File: config.mk
export PLATFORM = sky130hd
export DESIGN_NAME = note_box_tracker
export DESIGN_NICKNAME = d
export VERILOG_FILES = /design/src/rtl/note_box_tracker.sv
export SDC_FILE = /design/constraint.sdc
export NUM_CORES = 1
export LEC_CHECK = 0
export CAP_MARGIN = 10
export CORE_ASPECT_RATIO = 0.75
export CORE_MARGIN = 2
export CORE_UTILIZATION = 55
export CTS_BUF_LIST = sky130_fd_sc_hd__clkbuf_4 sky130_fd_sc_hd__clkbuf_8
export DETAILED_ROUTE_END_ITERATION = 12
export PLACE_DENSITY = 0.82
export SYNTH_ARGS = -nofsm -noshare
export SYNTH_HDL_FRONTEND = slang
export SYNTH_SLANG_ARGS = --single-unit
File: constraint.sdc
create_clock -name clock -period 4.17 [get_ports clock]
set_input_delay 0.6255 -clock clock [delete_from_list [all_inputs] [get_ports clock]]
set_output_delay 0.6255 -clock clock [all_outputs]
set_load 0.02 [all_outputs]
File: src/rtl/note_box_tracker.sv
// Note slot table with a pixel hit-test pipeline and a strike/consume engine.
// A small IDLE/CLEAR controller sweeps all slots disabled one per cycle.
module note_box_tracker #(
  parameter int NUM_NOTES = 8,
  parameter int X_W       = 10,
  parameter int Y_W       = 9,
  parameter int SZ_W      = 7,
  parameter int HIT_TOP   = 400,
  parameter int HIT_BOT   = 440,
  localparam int IW       = $clog2(NUM_NOTES)
) (
  input  logic            clock,
  input  logic            resetn,
  input  logic            load_valid,
  output logic            load_ready,
  input  logic [IW-1:0]   load_idx,
  input  logic [X_W-1:0]  load_x,
  input  logic [Y_W-1:0]  load_y,
  input  logic [SZ_W-1:0] load_w,
  input  logic [SZ_W-1:0] load_h,
  input  logic            load_en,
  input  logic            clear_all,
  input  logic            pix_valid,
  input  logic [X_W-1:0]  curr_x,
  input  logic [Y_W-1:0]  curr_y,
  output logic            in_valid,
  output logic            in_any,
  output logic [IW-1:0]   in_idx,
  input  logic            strike,
  output logic            hit_valid,
  output logic [IW-1:0]   hit_idx,
  output logic            miss,
  output logic [15:0]     hit_count
);

  typedef enum logic {ST_IDLE = 1'b0, ST_CLEAR = 1'b1} state_t;

  localparam logic [Y_W:0] HIT_TOP_E = (Y_W+1)'(HIT_TOP);
  localparam logic [Y_W:0] HIT_BOT_E = (Y_W+1)'(HIT_BOT);

  logic [X_W-1:0]  x_q [NUM_NOTES];
  logic [X_W-1:0]  x_d [NUM_NOTES];
  logic [Y_W-1:0]  y_q [NUM_NOTES];
  logic [Y_W-1:0]  y_d [NUM_NOTES];
  logic [SZ_W-1:0] w_q [NUM_NOTES];
  logic [SZ_W-1:0] w_d [NUM_NOTES];
  logic [SZ_W-1:0] h_q [NUM_NOTES];
  logic [SZ_W-1:0] h_d [NUM_NOTES];
  logic [NUM_NOTES-1:0] en_q, en_d;

  state_t          state_q, state_d;
  logic [IW-1:0]   cnt_q, cnt_d;

  logic [NUM_NOTES-1:0] match_vec, zone_vec;
  logic [NUM_NOTES-1:0] match_q, match_d;
  logic            pv1_q, pv1_d;
  logic            in_valid_q, in_valid_d;
  logic            in_any_q, in_any_d;
  logic [IW-1:0]   in_idx_q, in_idx_d;

  logic            hit_valid_q, hit_valid_d;
  logic            miss_q, miss_d;
  logic [IW-1:0]   hit_idx_q, hit_idx_d;
  logic [15:0]     hit_count_q, hit_count_d;

  logic            load_fire, strike_ok;

  function automatic logic [IW-1:0] lowest_set(input logic [NUM_NOTES-1:0] v);
    logic [IW-1:0] r;
    r = '0;
    for (int i = NUM_NOTES - 1; i >= 0; i--) begin
      if (v[i]) r = IW'(i);
    end
    return r;
  endfunction

  // Far edges are one bit wider so notes hanging off-screen never wrap to 0.
  for (genvar g = 0; g < NUM_NOTES; g++) begin : g_slot
    logic [X_W:0] x_end;
    logic [Y_W:0] y_end;
    assign x_end = (X_W+1)'(x_q[g]) + (X_W+1)'(w_q[g]);
    assign y_end = (Y_W+1)'(y_q[g]) + (Y_W+1)'(h_q[g]);
    assign match_vec[g] = en_q[g]
                          && (curr_x > x_q[g]) && ((X_W+1)'(curr_x) < x_end)
                          && (curr_y > y_q[g]) && ((Y_W+1)'(curr_y) < y_end);
    assign zone_vec[g]  = en_q[g] && (y_end > HIT_TOP_E)
                          && ((Y_W+1)'(y_q[g]) < HIT_BOT_E);
  end

  assign load_ready = resetn && (state_q == ST_IDLE);
  assign load_fire  = load_valid && load_ready;
  assign strike_ok  = strike && (state_q == ST_IDLE) && !clear_all;

  always_comb begin
    x_d         = x_q;
    y_d         = y_q;
    w_d         = w_q;
    h_d         = h_q;
    en_d        = en_q;
    state_d     = state_q;
    cnt_d       = cnt_q;
    hit_valid_d = 1'b0;
    miss_d      = 1'b0;
    hit_idx_d   = '0;
    hit_count_d = hit_count_q;

    case (state_q)
      ST_IDLE: begin
        if (clear_all) begin
          state_d = ST_CLEAR;
          cnt_d   = '0;
        end
      end
      ST_CLEAR: begin
        en_d[cnt_q] = 1'b0;
        if (cnt_q == IW'(NUM_NOTES - 1)) begin
          state_d = ST_IDLE;
          cnt_d   = '0;
        end else begin
          cnt_d = cnt_q + 1'b1;
        end
      end
      default: state_d = ST_IDLE;
    endcase

    if (strike_ok) begin
      if (|zone_vec) begin
        hit_valid_d        = 1'b1;
        hit_idx_d          = lowest_set(zone_vec);
        en_d[hit_idx_d]    = 1'b0;
        if (hit_count_q != 16'hFFFF) hit_count_d = hit_count_q + 16'd1;
      end else begin
        miss_d = 1'b1;
      end
    end

    // A load lands after the consume so it wins on a shared slot.
    if (load_fire) begin
      x_d[load_idx]  = load_x;
      y_d[load_idx]  = load_y;
      w_d[load_idx]  = load_w;
      h_d[load_idx]  = load_h;
      en_d[load_idx] = load_en;
    end
  end

  always_comb begin
    match_d    = match_vec;
    pv1_d      = pix_valid;
    in_valid_d = pv1_q;
    in_any_d   = pv1_q && (|match_q);
    in_idx_d   = in_any_d ? lowest_set(match_q) : '0;
  end

  always_ff @(posedge clock or negedge resetn) begin
    if (!resetn) begin
      for (int i = 0; i < NUM_NOTES; i++) begin
        x_q[i] <= '0;
        y_q[i] <= '0;
        w_q[i] <= '0;
        h_q[i] <= '0;
      end
      en_q        <= '0;
      state_q     <= ST_IDLE;
      cnt_q       <= '0;
      match_q     <= '0;
      pv1_q       <= 1'b0;
      in_valid_q  <= 1'b0;
      in_any_q    <= 1'b0;
      in_idx_q    <= '0;
      hit_valid_q <= 1'b0;
      miss_q      <= 1'b0;
      hit_idx_q   <= '0;
      hit_count_q <= '0;
    end else begin
      x_q         <= x_d;
      y_q         <= y_d;
      w_q         <= w_d;
      h_q         <= h_d;
      en_q        <= en_d;
      state_q     <= state_d;
      cnt_q       <= cnt_d;
      match_q     <= match_d;
      pv1_q       <= pv1_d;
      in_valid_q  <= in_valid_d;
      in_any_q    <= in_any_d;
      in_idx_q    <= in_idx_d;
      hit_valid_q <= hit_valid_d;
      miss_q      <= miss_d;
      hit_idx_q   <= hit_idx_d;
      hit_count_q <= hit_count_d;
    end
  end

  assign in_valid  = in_valid_q;
  assign in_any    = in_any_q;
  assign in_idx    = in_idx_q;
  assign hit_valid = hit_valid_q;
  assign miss      = miss_q;
  assign hit_idx   = hit_idx_q;
  assign hit_count = hit_count_q;

endmodule

Yosys cells after proc, flatten, opt, wreduce, memory -nomap -nowiden
Cells that the tools add are included.
- flip-flop bits (word level): 311
- input port bits: 62
- output and inout port bits: 27
- logic and storage cells: 240
- $add $sub $neg: 18
- magnitude comparators: 56
- eq/ne operators: 3
- multiplexer cells: 52
- bitwise operators: 6
- reduce and logical (&&, ||, !) cells: 61
- operators by type and width (kind ; number):
    bitwise mux 56 bit ; 2
    adder 10 x 7 -> 11 bit ; 8
    less-than comparator 10 x 11 -> 1 bit ; 8
    adder 9 x 7 -> 10 bit ; 8
    bitwise mux 80 bit ; 1
    > comparator 10 bit ; 8
    > comparator 10 x 9 -> 1 bit (second input constant) ; 8
    less-than comparator 9 x 10 -> 1 bit ; 8
    bitwise mux 72 bit ; 1
    > comparator 9 bit ; 8
    less-than comparator 9 bit (second input constant) ; 8
    two-way mux 3 bit ; 23
    logical AND 1 bit ; 57
    two-way mux 8 bit ; 4
    demux 10 bit (select 3 bit) ; 1
    demux 9 bit (select 3 bit) ; 1
    demux 7 bit (select 3 bit) ; 1
    adder 16 x 1 -> 16 bit (second input constant) ; 1
    AND 8 bit ; 2
    != test 16 bit (second input constant) ; 1
    NOT 8 bit ; 2
    OR reduction 8 bit ; 2
    less-than comparator 3 x 4 -> 1 bit (second input constant) ; 3
    two-way mux 10 bit ; 1
    other kinds (17) ; 29

Longest topological paths before layout
- depth in word-level cells: 24
- mapped depth: 15
- gate-level depth less buffers: 15

Worst setup path before layout
No wires, ideal clock.
- path kind: register -> register
- start: register y_q[45] (netlist bit)
- end: register hit_count_q[1], in the netlist hit_count[1]
- data arrival time: 3.169 ns
- data required time: 4.045 ns
- path slack: 0.876 ns
- cell stages (with the launch flop): 14
- path buffers: 0
- cell sequence: dfrtp_1 > ha_1 > inv_1 > fa_1 > nand2b_1 > a211oi_1 > o21a_1 > or2_2 > o211ai_1 > a31oi_4 > or3b_4 > nor4_4 > nor2_2 > mux2_4
- cells in the longest elaborated chain, start to end: 6
- elaborated cells between the ends (all ways): 7
- those cells by class: 1 x add/sub; 2 x order compare; 4 x reduce/logical
- ends and longest elaborated chain (what ; RTL line ; source):
    from (decl) ; 43 ; logic [Y_W-1:0] y_q [NUM_NOTES];
    from (signal assigned) ; 177 ; y_q <= y_d;
    adder 9 x 7 -> 10 bit ; 82 ; assign y_end = (Y_W+1)'(y_q[g]) + (Y_W+1)'(h_q[g]);
    > comparator 10 x 9 -> 1 bit ; 86 ; assign zone_vec[g] = en_q[g] && (y_end > HIT_TOP_E)
    logical AND 1 bit ; 86 ;
    logical AND 1 bit * ; 87 ; && ((Y_W+1)'(y_q[g]) < HIT_BOT_E);
    OR reduction 8 bit * ; 127 ; if (|zone_vec) begin
    AND reduction 3 bit (no line) * ; -- ;
    to (signal assigned) ; 191 ; hit_count_q <= hit_count_d;
    to (decl) ; 64 ; logic [15:0] hit_count_q, hit_count_d;
Mark *: on every way between the ends. The rest lies on a longest branch, timed or not.
A chain may end at the register's enable or synchronous reset.

Worst setup path in the final report
- start: register y_q[63] (netlist bit)
- end: register en_q[7]
- cells in the longest elaborated chain, start to end: 17
- elaborated cells between the ends (all ways): 20
- those cells by class: 1 x add/sub; 4 x order compare; 9 x mux; 2 x bitwise; 4 x reduce/logical
- ends and longest elaborated chain (what ; RTL line ; source):
    adder 9 x 7 -> 10 bit ; 82 ;
    > comparator 10 x 9 -> 1 bit ; 86 ;
    logical AND 1 bit ; 86 ;
    logical AND 1 bit * ; 87 ;
    two-way mux 3 bit ; 72 ; if (v[i]) r = IW'(i);
    two-way mux 3 bit ; 127 ;
    two-way mux 3 bit ; 126 ; if (strike_ok) begin
    less-than comparator 3 x 4 -> 1 bit (not written as such) / greater-or-equal comparator 3 x 1 -> 1 bit (equally long branches) ; 130 ; en_d[hit_idx_d] = 1'b0;
    (+2 left out) ; -- ;
    demux 1 bit (select 3 bit) ; 130 ;
    NOT 8 bit (no line) ; -- ;
    AND 8 bit (no line) ; -- ;
    two-way mux 8 bit * ; 127 ;
    two-way mux 8 bit * ; 126 ;
    bitwise mux 8 bit ; 143 ; en_d[load_idx] = load_en;
    two-way mux 8 bit * ; 138 ; if (load_fire) begin
    named net en_d[7] ; 49 ; logic [NUM_NOTES-1:0] en_q, en_d;
    to (signal assigned) ; 180 ; en_q <= en_d;
    to (decl) ; 49 ;
The timed path passes the listed nets; every way through them passes the cells marked *. The select of a mux whose other input is x is not followed.

==> flow_summary.ini <==
[flow_run]
max_cap_viol_count = 0

[clock_network]
clock_latency_ps = 670
clockBufferDepth = 3
clock_sinks = 311
cts.repair.resized = 0
cts-hold-fix-buffers = 1
cts_buffers = 54
clk_pin_slew_worst_paths_ps = 70
htree_levels = 2
cts-root-buf = clkbuf_8
cts_tree = yes
postCtsSetupBuffers = 0

[logic_synthesis]
synthSimpleGateAreaFrac_pct = 10.8
ys_top_cells_by_count = 401 x ha_1, 311 x dfrtp_1, 216 x inv_1
yosysMostFrequentCell = ha_1
synthFlopType = dfrtp_1
synth-compound-area-share_pct = 16.4
synth_fa_ha_area_share_pct = 22.4
yosysWarnings = 0
syn_inst = 2407
syn_nets = 2886
synth_mux_area_share_pct = 9.50
yosys_register_bits = 311
netlist.area_leader.share_pct = 32.6
synth_area_um2 = 23900
synthXorXnorAreaFrac_pct = 4.33
synth_edf_count = 0
ys_seq_area_share_pct = 32.6
yosysTopAreaCell = dfrtp_1
synthDistinctLibCells = 67
syn_avg_cell_area_um2 = 9.91
yosys-top-cells-area = dfrtp_1 33%, ha_1 21%, mux2_2 9.2%
synthArstFlopShare_pct = 100
synth_top_family_by_area = adder cells

[worst_setup_path]
crit_path_top_delay_cell = or4b_1
cp_max_fo = 5
required_ps = 4660
slowest_delay_ps = 630
worstSetupPathType = reg -> reg
rr_worst_depth = 12
endpoint_kind = register
crit_arrival_ps = 4330
path_cells = ha_1 -> fa_1 -> a211oi_1 -> nor3b_1 -> o211a_1 -> o21ai_0 -> o211ai_1 -> nand2_1 -> o211ai_1 -> or4b_1 -> o221ai_1 -> o21ai_0
critPathLaunchType = register

[global_routing]
grt_util_all_layers_pct = 29.6
grt_start_max_net_pins = 74
grt_first_pass_wirelength_um = 104000
antenna_found_initial = 3
grt_pass1_vias = 20000
gr-total-overflow = 0

[sta]
setup_slack_ps = 328
min_period_ps = 3840
finalHoldViolations = 0
slew_headroom_pct = 30.3
tightest_slew_ps = 1040
achievable-frequency_ghz = 0.260
maxSlewViolCount = 0
skew_ps = 35.4
setup_violations = 0
timing.hold.ws_ps = 468
fin_tns_setup_ps = 0
rsz0062_at_grt = no
fin_crit_sh_pct = 92.1

[finish]
insertedDiodeCount = 0
drive_gt1_share_pct = 14.2
nNetsFinal = 3040
area_growth_pct = 12.7

[power_and_ir_drop]
power.density_nw_per_um2 = 730
p_leak_nw = 13.3
ir_drop_uv = 332

[drt]
antenna_left = 0
first_pass_iters = 7
drtIter0Drc = 1468
wire_per_inst_um = 20.9
drc = 0
vias = 19500
drt-total-wl_um = 66300
routed_via_density = 6.14

[placed_design]
dp_slack_ps = 426
routabilityCongestion = 0.928
post-dp-hpwl_um = 49300
portBuffers = 88

[floorplan]
die_h_um = 184
io_pins = 89
num_rows = 66
design.core.area_um2 = 43100
initial_core_util_pct = 55.3
die_area_um2 = 45100
die_w_um = 244

[min_path]
hold_path.class = in -> async

[run_status]
status = completed
==> flip-flops by register name (all words and copies together) (netlist names), 3 cells and up <==
name	cells
y_q	72
cnt_q	3
en_q	8
hit_count	16
x_q	80
match_q	8
w_q	56
in_idx	3
hit_idx	3
h_q	56
==> cell type report <==
class	count	area, µm²
Clock inverter	10	134
Sequential cell	311	7780
Fill cell	3439	16200
Clock buffer	85	1060
Tap cell	578	723
Multi-Input combinational cell	1843	15100
Timing Repair Buffer	135	1240
Inverter	216	811
==> cell usage in the layout (no fill, tap or decap), types with 18 or more instances in the layout <==
cell             netlist  final
inv_1                216    216
clkbuf_4               0     18
a211oi_1              24     24
dfrtp_1              311    311
xor2_1                29     29
nand3_1               28     28
nor3_1                25     24
buf_4                  0     46
nor2_1                91     90
a21oi_1              135    135
nor2b_1               33     33
o21ai_0              146    146
a21o_1               105    105
clkdlybuf4s50_1        0     87
clkbuf_8               0     67
o21a_1                40     40
ha_1                 401    401
xnor2_1               89     89
nand4_1               46     46
nand2b_1              47     47
nand2_1              156    156
mux2_2               195    195
o21bai_1              35     35
==> critical path: cells and delay by family (launching register included) <==
kind	cells	cell delay, ps
and+or+nand+nor	3	900
AOI/OAI and AO/OA	7	1740
adders and majority gates	2	650
DFF	1	400
==> through the flow <==
step | utilization, % | instance area, µm² | std cells | power (mW)
2_1_floorplan | - | 23900 | 2407 | 13.5
3_3_place_gp | 59.6 | 25700 | 3082 | 15.5
3_5_place_dp | 59.6 | 25700 | 3082 | 16.3
4_1_cts | 62.4 | 26900 | 3178 | 19.5
5_1_grt | 62.4 | 26900 | 3178 | 21.4
6_report | 62.4 | 26900 | 3178 | 19.6
==> routing by layer <==
layer	up-vias	global-route usage, %	part of all wire, %
li1	9034	-	-
met1	9557	41.0	44
met2	755	46.0	43
met3	169	5.69	9.3
met4	0	11.4	3.5
met5	-	0	0
==> report_power, final <==
group / leakage, nW / switching (mW) / internal (mW)
Sequential: 3.95 / 0.892 / 4.06
Combinational: 8.71 / 6.11 / 5.46
Clock: 0.633 / 1.33 / 1.79
==> worst paths after layout <==
path                                     end  slack [ps]         start
worst min register to register  hit_count[4]         490  hit_count[4]
min in group clock                in_valid_d         480     pix_valid
worst max-delay path                 en_q[7]         330       y_q[63]
max in group asynchronous            w_q[51]        1610        resetn
worst max register to register       en_q[7]         330       y_q[63]
worst min-delay path                 y_q[28]         470        resetn
==> cell families after synthesis <==
family	after synthesis
AO/OA/AOI/OAI	601
XOR/XNOR	118
adder cells (fa/ha/maj)	417
buffers and inverters	253
flip-flops	311
multiplexers	201
AND/OR/NAND/NOR	506
Note: power is estimated with default switching activity, not from simulation.
